<file path="config.mk">
export PLATFORM = sky130hd
export DESIGN_NAME = div_iter_param
export DESIGN_NICKNAME = d
export VERILOG_FILES = /design/src/rtl/div_pkg.sv /design/src/rtl/div_step.sv /design/src/rtl/div_iter_param.sv
export SDC_FILE = /design/constraint.sdc
export NUM_CORES = 1
export LEC_CHECK = 0
export ABC_AREA = 1
export CORE_MARGIN = 2
export CORE_UTILIZATION = 40
export CTS_CLUSTER_DIAMETER = 150
export DETAILED_ROUTE_END_ITERATION = 6
export PLACE_DENSITY = 0.68
export SYNTH_ARGS = -nofsm -noshare
export SYNTH_HDL_FRONTEND = slang
export SYNTH_SLANG_ARGS = --single-unit
</file>
<file path="constraint.sdc">
create_clock -name div_clk -period 8.1 [get_ports div_clk]
set_clock_uncertainty 0.1 [all_clocks]
set_input_delay 0.81 -clock div_clk [delete_from_list [all_inputs] [get_ports div_clk]]
set_output_delay 0.81 -clock div_clk [all_outputs]
set_load 0.01 [all_outputs]
</file>
<file path="src/rtl/div_pkg.sv">
// div_pkg: shared FSM encoding and sizing helpers for the iterative divider
package div_pkg;
   typedef logic [1:0] div_state_t;
   localparam div_state_t IDLE = 2'd0;
   localparam div_state_t CALC = 2'd1;
   localparam div_state_t DONE = 2'd2;
   function automatic int iter_of(input int width, input int steps);
      return width / steps;
   endfunction
   function automatic int cnt_w_of(input int width, input int steps);
      return $clog2(width / steps + 1);
   endfunction
endpackage

</file>
<file path="src/rtl/div_step.sv">
// div_step: one combinational restoring step on a WIDTH+1 bit partial remainder
module div_step #(
   parameter int WIDTH = 32
) (
   input  logic [WIDTH:0]   rem_in,
   input  logic [WIDTH-1:0] divisor,
   input  logic             bit_in,
   output logic [WIDTH:0]   rem_out,
   output logic             q_bit
);
   logic [WIDTH+1:0] diff;
   always_comb begin
      diff = {rem_in, bit_in} - {2'b0, divisor};
      q_bit = ~diff[WIDTH+1];
      rem_out = q_bit ? diff[WIDTH:0] : {rem_in[WIDTH-1:0], bit_in};
   end
endmodule

</file>
<file path="src/rtl/div_iter_param.sv">
// div_iter_param: iterative restoring divider, STEPS quotient bits per cycle, valid/ready both sides
module div_iter_param
   import div_pkg::*;
#(
   parameter int WIDTH = 32,
   parameter int STEPS = 1
) (
   input  logic             div_clk,
   input  logic             rst,
   input  logic             in_valid,
   output logic             in_ready,
   input  logic             div_signed,
   input  logic [WIDTH-1:0] x,
   input  logic [WIDTH-1:0] y,
   input  logic             flush,
   output logic             out_valid,
   input  logic             out_ready,
   output logic [WIDTH-1:0] quotient,
   output logic [WIDTH-1:0] remainder,
   output logic             div_by_zero,
   output logic             busy
);
   localparam int ITER = iter_of(WIDTH, STEPS);
   localparam int CW = cnt_w_of(WIDTH, STEPS);
   div_state_t state;
   logic sign_x, sign_y, accept, last;
   logic [WIDTH-1:0] ax, ay, ax_next;
   logic [WIDTH:0] rem;
   logic [WIDTH:0] rem_c [STEPS+1];
   logic [STEPS-1:0] q_vec;
   logic [CW-1:0] cnt;
   assign in_ready = state == IDLE;
   assign out_valid = state == DONE;
   assign busy = state != IDLE;
   assign accept = in_valid & in_ready & ~flush;
   assign last = cnt == CW'(ITER - 1);
   assign rem_c[0] = rem;
   // ax holds the not-yet-consumed dividend bits on top and collects quotient bits at the bottom
   assign ax_next = (ax << STEPS) | WIDTH'(q_vec);
   for (genvar g = 0; g < STEPS; g++) begin : g_step
      div_step #(.WIDTH(WIDTH)) u_step (
         .rem_in (rem_c[g]),
         .divisor(ay),
         .bit_in (ax[WIDTH-1-g]),
         .rem_out(rem_c[g+1]),
         .q_bit  (q_vec[STEPS-1-g])
      );
   end
   always_ff @(posedge div_clk) begin
      if (rst) begin
         state <= IDLE;
         quotient <= '0;
         remainder <= '0;
         div_by_zero <= 1'b0;
         sign_x <= 1'b0;
         sign_y <= 1'b0;
         ax <= '0;
         ay <= '0;
         rem <= '0;
         cnt <= '0;
      end else if (flush && state != IDLE) begin
         state <= IDLE;
      end else begin
         case (state)
            IDLE: if (accept) begin
               sign_x <= div_signed & x[WIDTH-1];
               sign_y <= div_signed & y[WIDTH-1];
               ax <= (div_signed & x[WIDTH-1]) ? -x : x;
               ay <= (div_signed & y[WIDTH-1]) ? -y : y;
               rem <= '0;
               cnt <= '0;
               div_by_zero <= y == '0;
               if (y == '0) begin
                  quotient <= '1;
                  remainder <= x;
               end
               state <= (y == '0) ? DONE : CALC;
            end
            CALC: begin
               ax <= ax_next;
               rem <= rem_c[STEPS];
               cnt <= cnt + 1'b1;
               if (last) begin
                  state <= DONE;
                  quotient <= (sign_x ^ sign_y) ? -ax_next : ax_next;
                  remainder <= sign_x ? -rem_c[STEPS][WIDTH-1:0] : rem_c[STEPS][WIDTH-1:0];
               end
            end
            DONE: if (out_ready) state <= IDLE;
            default: state <= IDLE;
         endcase
      end
   end
endmodule

</file>
; After elaboration in Yosys (flattened, before gate mapping)
; Index checks and enable logic that the tools add are counted.
[totals]
register_bits = 172
in_bits = 70
wordCells = 66
[classes]
n_addsub = 6
eq_ne = 7
n_mux = 24
bitwise_logic = 9
reduce_logical = 10
[op_table]
columns = cell, count
row1 = $mux 32, 11
row2 = $pmux 32 s2, 3
row3 = $neg 32->32, 4
row4 = $mux 33, 2
row5 = $pmux 33 s2, 1
row6 = $sub 34x32->34, 1
row7 = $logic_not 32->1, 1
row8 = $or 32x1->32, 1
row9 = $pmux 6 s2, 1
row10 = $reduce_and 3->1, 3
row11 = $mux 2, 4
row12 = $add 6x1->6 const B, 1
row13 = $eq 6x5->1 const B, 1
row14 = $mux 6, 1
row15 = $ne 2x1->1 const B, 3
row16 = $pmux 2 s3, 1
row17 = $reduce_and 5->1, 1
row18 = $and 1x1->1, 4
row19 = $reduce_bool 2->1, 2
row20 = $not 1->1, 3
row21 = $eq 2x1->1 const B, 1
row22 = $eq 2x2->1 const B, 1
row23 = $logic_not 2->1, 1
row24 = $ne 2x2->1 const B, 1
row25 = other kinds (3), 3

; Depth between registers and ports, before layout
[depth]
depth_word = 7
ltp_mapped = 29
mapped_depth_nobuf = 28

; Cells and area by module
; Synthesis repeated with hierarchy kept, for this count alone.
[hier_totals]
cells_unflattened = 2410
area_unflattened_um2 = 13765.7
[by_module_without_submodules]
columns = mod, instances, cells_per_inst, area_per_inst_um2
row1 = div_iter_param, 1, 1689, 10321.1
row2 = div_step, 1, 721, 3444.6

; Least setup slack after synthesis
; Ideal clock, no wire load.
[synth_timing]
path_type = flip-flop to flip-flop
startpoint = reg ay[12]
endpoint = reg quotient[26]
setup_time_ns = 0.117
arrival_time_ns = 3.558
t_required_ns = 7.883
setup_slack_ns = 4.325
path_stages_with_launch = 27
period_less_slack_ns = 3.775
path_cell_list = dfxtp_1 inv_1 ha_1 nand2_2 inv_2 a21oi_2 inv_2 a21oi_2 nand2_2 nand2_4 nand3_2 nand2_4 buf_12 buf_8 ha_1 inv_1 nor3_1 nand3_1 nor3_1 nand2_1 nor2_1 nand4_1 nor2_1 a21oi_1 xor2_1 o221ai_1 inv_1
[synth_via]
elab_chain_cells = 7
[synth_rtl]
columns = item, line
row1 = start: declaration, div_iter_param.sv:27  ; logic [WIDTH-1:0] ax, ay, ax_next;
row2 = start signal: assignment, div_iter_param.sv:69  ; ay <= (div_signed & y[WIDTH-1]) ? -y : y;
row3 = $sub 34x32->34, div_step.sv:13  ; diff = {rem_in, bit_in} - {2'b0, divisor};
row4 = $not 1->1, div_step.sv:14  ; q_bit = ~diff[WIDTH+1];
row5 = $or 32x1->32, div_iter_param.sv:39  ; assign ax_next = (ax << STEPS) | WIDTH'(q_vec);
row6 = $neg 32->32, div_iter_param.sv:85  ; quotient <= (sign_x ^ sign_y) ? -ax_next : ax_next;
row7 = $mux 32, div_iter_param.sv:85
row8 = $mux 32, div_iter_param.sv:83  ; if (last) begin
row9 = $pmux 32 s2, div_iter_param.sv:64  ; case (state)
row10 = end signal: assignment, div_iter_param.sv:85
row11 = end: declaration, div_iter_param.sv:18  ; output logic [WIDTH-1:0] quotient,
; Every way passes these cells. The select of a mux whose other input is x is not followed.
; A chain may end at the register's enable or synchronous reset.

; Final worst setup path
[layout_timing]
startpoint = reg ay[20]
endpoint = reg quotient[26]
; The elaborated chain is that of the path after synthesis.

==> metrics.txt <==
Seq pwr share between 30% and 40%; post-synth top area cell dfxtp_1; DR iter-0 viols 1183; Synth Flop Type dfxtp_1; Post-Synthesis Cells about 2100; initial antenna violation count 1; total placed instance area 14450 um^2; Design Power 2.613 mW; Mapped Nets roughly 2200; post-synth cell types between 50 and 60; number of synthesized flops with an enable pin 0; Max Cap Viol 0; CTS buffer count 17; clock tree from TritonCTS built; Peak VDD IR roughly 0.00016 V; I/O Pins 138; Post-CTS Hold Fix Bufs 0; Worst R2R Start ay[20]; hold_sp cnt[5]; row cnt 65; layout cell share with drive strength beyond 1 7.100%; outcome complete, no violations; Sum Neg Setup Slack 0 ns; YS warnings 0; Pre-Repair DR Iteration Count 7; final setup fails 0; Synth Area per Inst ~6 um^2; switching share of power between 30% and 40%; routed len/inst about 17 um; final core utilization between 40% and 50%; post_cts resized 0; buffer count from post-CTS setup fixing 0; pin count of the biggest net entering global routing 79; FF-to-FF setup slack 3.33 ns; leak pwr slightly below 7 nW; crit path capture type register; Top cell by count, worst path nand2_1; share of flip-flops with an asynchronous set or reset 0%; Slowest-stage cell, CP nand2_4; largest stage delay on the critical path between 0.4 and 0.5 ns; synthesized cell area ~13000 um^2; ranking of synthesized cells by area dfxtp_1 (27%), nand2_1 (15%), inv_1 (7.3%); Hold Crit Class reg -> reg; most common cell after layout, fill and taps aside nand2_1; sequential fraction of the synthesis area about a quarter; max-slew violations 0; port bufs 137; first-pass GRT wire length between 60000 and 70000 um; Worst Path Required roughly 8.4 ns; Clock transition at path regs 0.08 ns; Initial Utilization between 40 and 50%; Die Y-Extent around 180 um; area share of the largest cell type after synthesis a little over a quarter; antenna fix cells 0; vias 13980; Gate power share between 30% and 40%; CTS sink cnt about 170; Clock Latency Late Sink ~0.45 ns; die area between 30000 and 40000 um^2; Root Driver clkbuf_16; synthesized flop and latch total between 150 and 200; core box area about 32000 um^2; drt drc 0; Cells on Worst Hold Path 2; Fin. Hold Viols 0; # fillers between 3000 and 4000; wirelength, routed 42880 um; WS Path Type reg -> reg; most used cells in the layout excluding fill and tap cells nand2_1 (519), inv_1 (251), a21oi_1 (187), dfxtp_1 (172), nor2_1 (171); gpl congestion ~0.95; H-tree levels 4; CTS max path bufs 2; CP startpoint kind register; P per Cell Area approximately 170 nW/um^2; FF-to-FF path depth 22; vias in the first global route around 13000; Cell Chain, Critical Path inv_1 > ha_1 > a21oi_1 > nand2_1 > nand2_1 > nand2_1 > a21oi_4 > nand3_2 > nand2_4 > ha_1 > inv_1 > nor3_1 > nand3_1 > nor3_1 > nand2_1 > nor2_1 > nand4_1 > nor2_1 > a21oi_1 > xor2_1 > o221ai_1 > inv_1; RSZ-0062 raised after global routing no; Slew headroom between 30% and 40%; GRT Overall Usage 25.50%; Fmax 209.7 MHz; end of the worst register-to-register path quotient[26]; Switch Pwr 1.021 mW; hold worst-path end cnt[5]; Worst Tran Pin Value roughly 0.95 ns; WP data arrival between 5 and 6 ns; final instance area ~15000 um^2; post-layout min period about 4.8 ns; worst-path fanout max 40; Detail Placement HPWL between 30000 and 40000 um; Nets around 2300; Vias/cell about 5.4; die width 183.6 um; ANT nets after route 0; global route total overflow 0; Final Cycle Share between 50% and 60%; Clk pwr share between 30% and 40%; Int Pwr approximately 1.6 mW; area delta synth->final 16.48%
==> synth_stat cells (3+ instances only) <==
cell / n
a21oi_2: 8
nand4_1: 23
a221oi_1: 4
nand2_1: 519
inv_1: 252
nor3_1: 34
nand3_2: 9
nor4_1: 7
dfxtp_1: 172
o21bai_1: 7
nor2_4: 4
nand3b_1: 7
inv_2: 11
buf_6: 5
buf_1: 6
o211ai_1: 21
nand2_4: 5
o21a_1: 3
nor2_2: 19
buf_4: 4
xor2_1: 37
o221ai_1: 10
nand3_1: 144
o21ai_0: 164
nor2_1: 174
o31ai_1: 7
o21ai_1: 10
a31oi_1: 33
or2_2: 9
a21oi_1: 187
clkinv_1: 4
ha_1: 37
o22ai_1: 5
buf_2: 11
xnor2_1: 16
a211oi_1: 4
clkbuf_1: 62
nand2_2: 30
==> sequential cells by signal, summed over array words and instances, names as in the netlist <==
signal       count
rem             33
ax              32
ay              32
quotient        32
remainder       32
cnt              6
state            2
div_by_zero      1
sign_x           1
sign_y           1
==> how the worst max path moves through the flow <==
| stage | startpoint | end |
|---|---|---|
| 4_1_cts | ay[22] | quotient[26] |
| 3_5_place_dp | y[0] | quotient[25] |
| 5_1_grt | ay[22] | quotient[28] |
| 2_1_floorplan | ay[12] | quotient[26] |
| 6_report | ay[20] | quotient[26] |
| 3_3_place_gp | y[0] | quotient[25] |
==> layout make-up <==
class	count	area [um^2]	area share, %
multi-input combinational	1561	8029	53.40
sequential	172	3443	22.90
timing repair buffer	151	1471	9.786
inverter	267	1002	6.666
tap	402	503.0	3.345
clock buffer	18	439.2	2.921
clock inverter	14	147.6	0.9819
==> through the flow <==
| stage | hold slack, ns | instances | worst slack (ns) |
|---|---|---|---|
| finish | 0.3686 | 2585 | 3.331 |
| global route | 0.3954 | 2585 | 2.613 |
| CTS | 0.3703 | 2585 | 3.401 |
| floorplan | 0.3347 | 2091 | 4.325 |
| global placement | 0.3552 | 2553 | 3.210 |
| detailed placement | 0.3574 | 2553 | 3.187 |
==> per-layer routing <==
| metal | part of all wire, % | global-route usage, % | vias to the layer above |
|---|---|---|---|
| met3 | 5.9 | 3.308 | 75 |
| met5 | 0 | 0 | - |
| met4 | 3.0 | 8.928 | 0 |
| met1 | 46 | 34.21 | 6351 |
| li1 | - | - | 7055 |
| met2 | 45 | 42.05 | 502 |
==> critical path, delay by kind of cell (launching register included) <==
family / cells / cell delay, ns
simple gates: 12 / 2.50
compound gates: 4 / 0.74
fa+ha+maj: 2 / 0.63
flops: 1 / 0.35
buf+inv: 3 / 0.17
xor+xnor: 1 / 0.17
==> kinds of logic after synthesis <==
family | count (synthesis) | share of synthesized area, %
AND/OR/NAND/NOR | 991 | 33.79
AO/OA/AOI/OAI | 479 | 20.94
buffers and inverters | 358 | 11.26
flip-flops | 172 | 26.67
XOR/XNOR | 53 | 3.596
adder cells (fa/ha/maj) | 38 | 3.741
==> power groups by stage <==
| stage | Clock, mW | Combinational [mW] | Sequential, mW |
|---|---|---|---|
| floorplan | 0 | 0.575 | 0.944 |
| global placement | 0 | 0.826 | 0.949 |
| detailed placement | 0 | 0.829 | 0.951 |
| CTS | 0.857 | 0.832 | 0.932 |
| global route | 0.891 | 0.933 | 0.938 |
| finish | 0.842 | 0.838 | 0.932 |
Power figures use the tool's default switching activity.
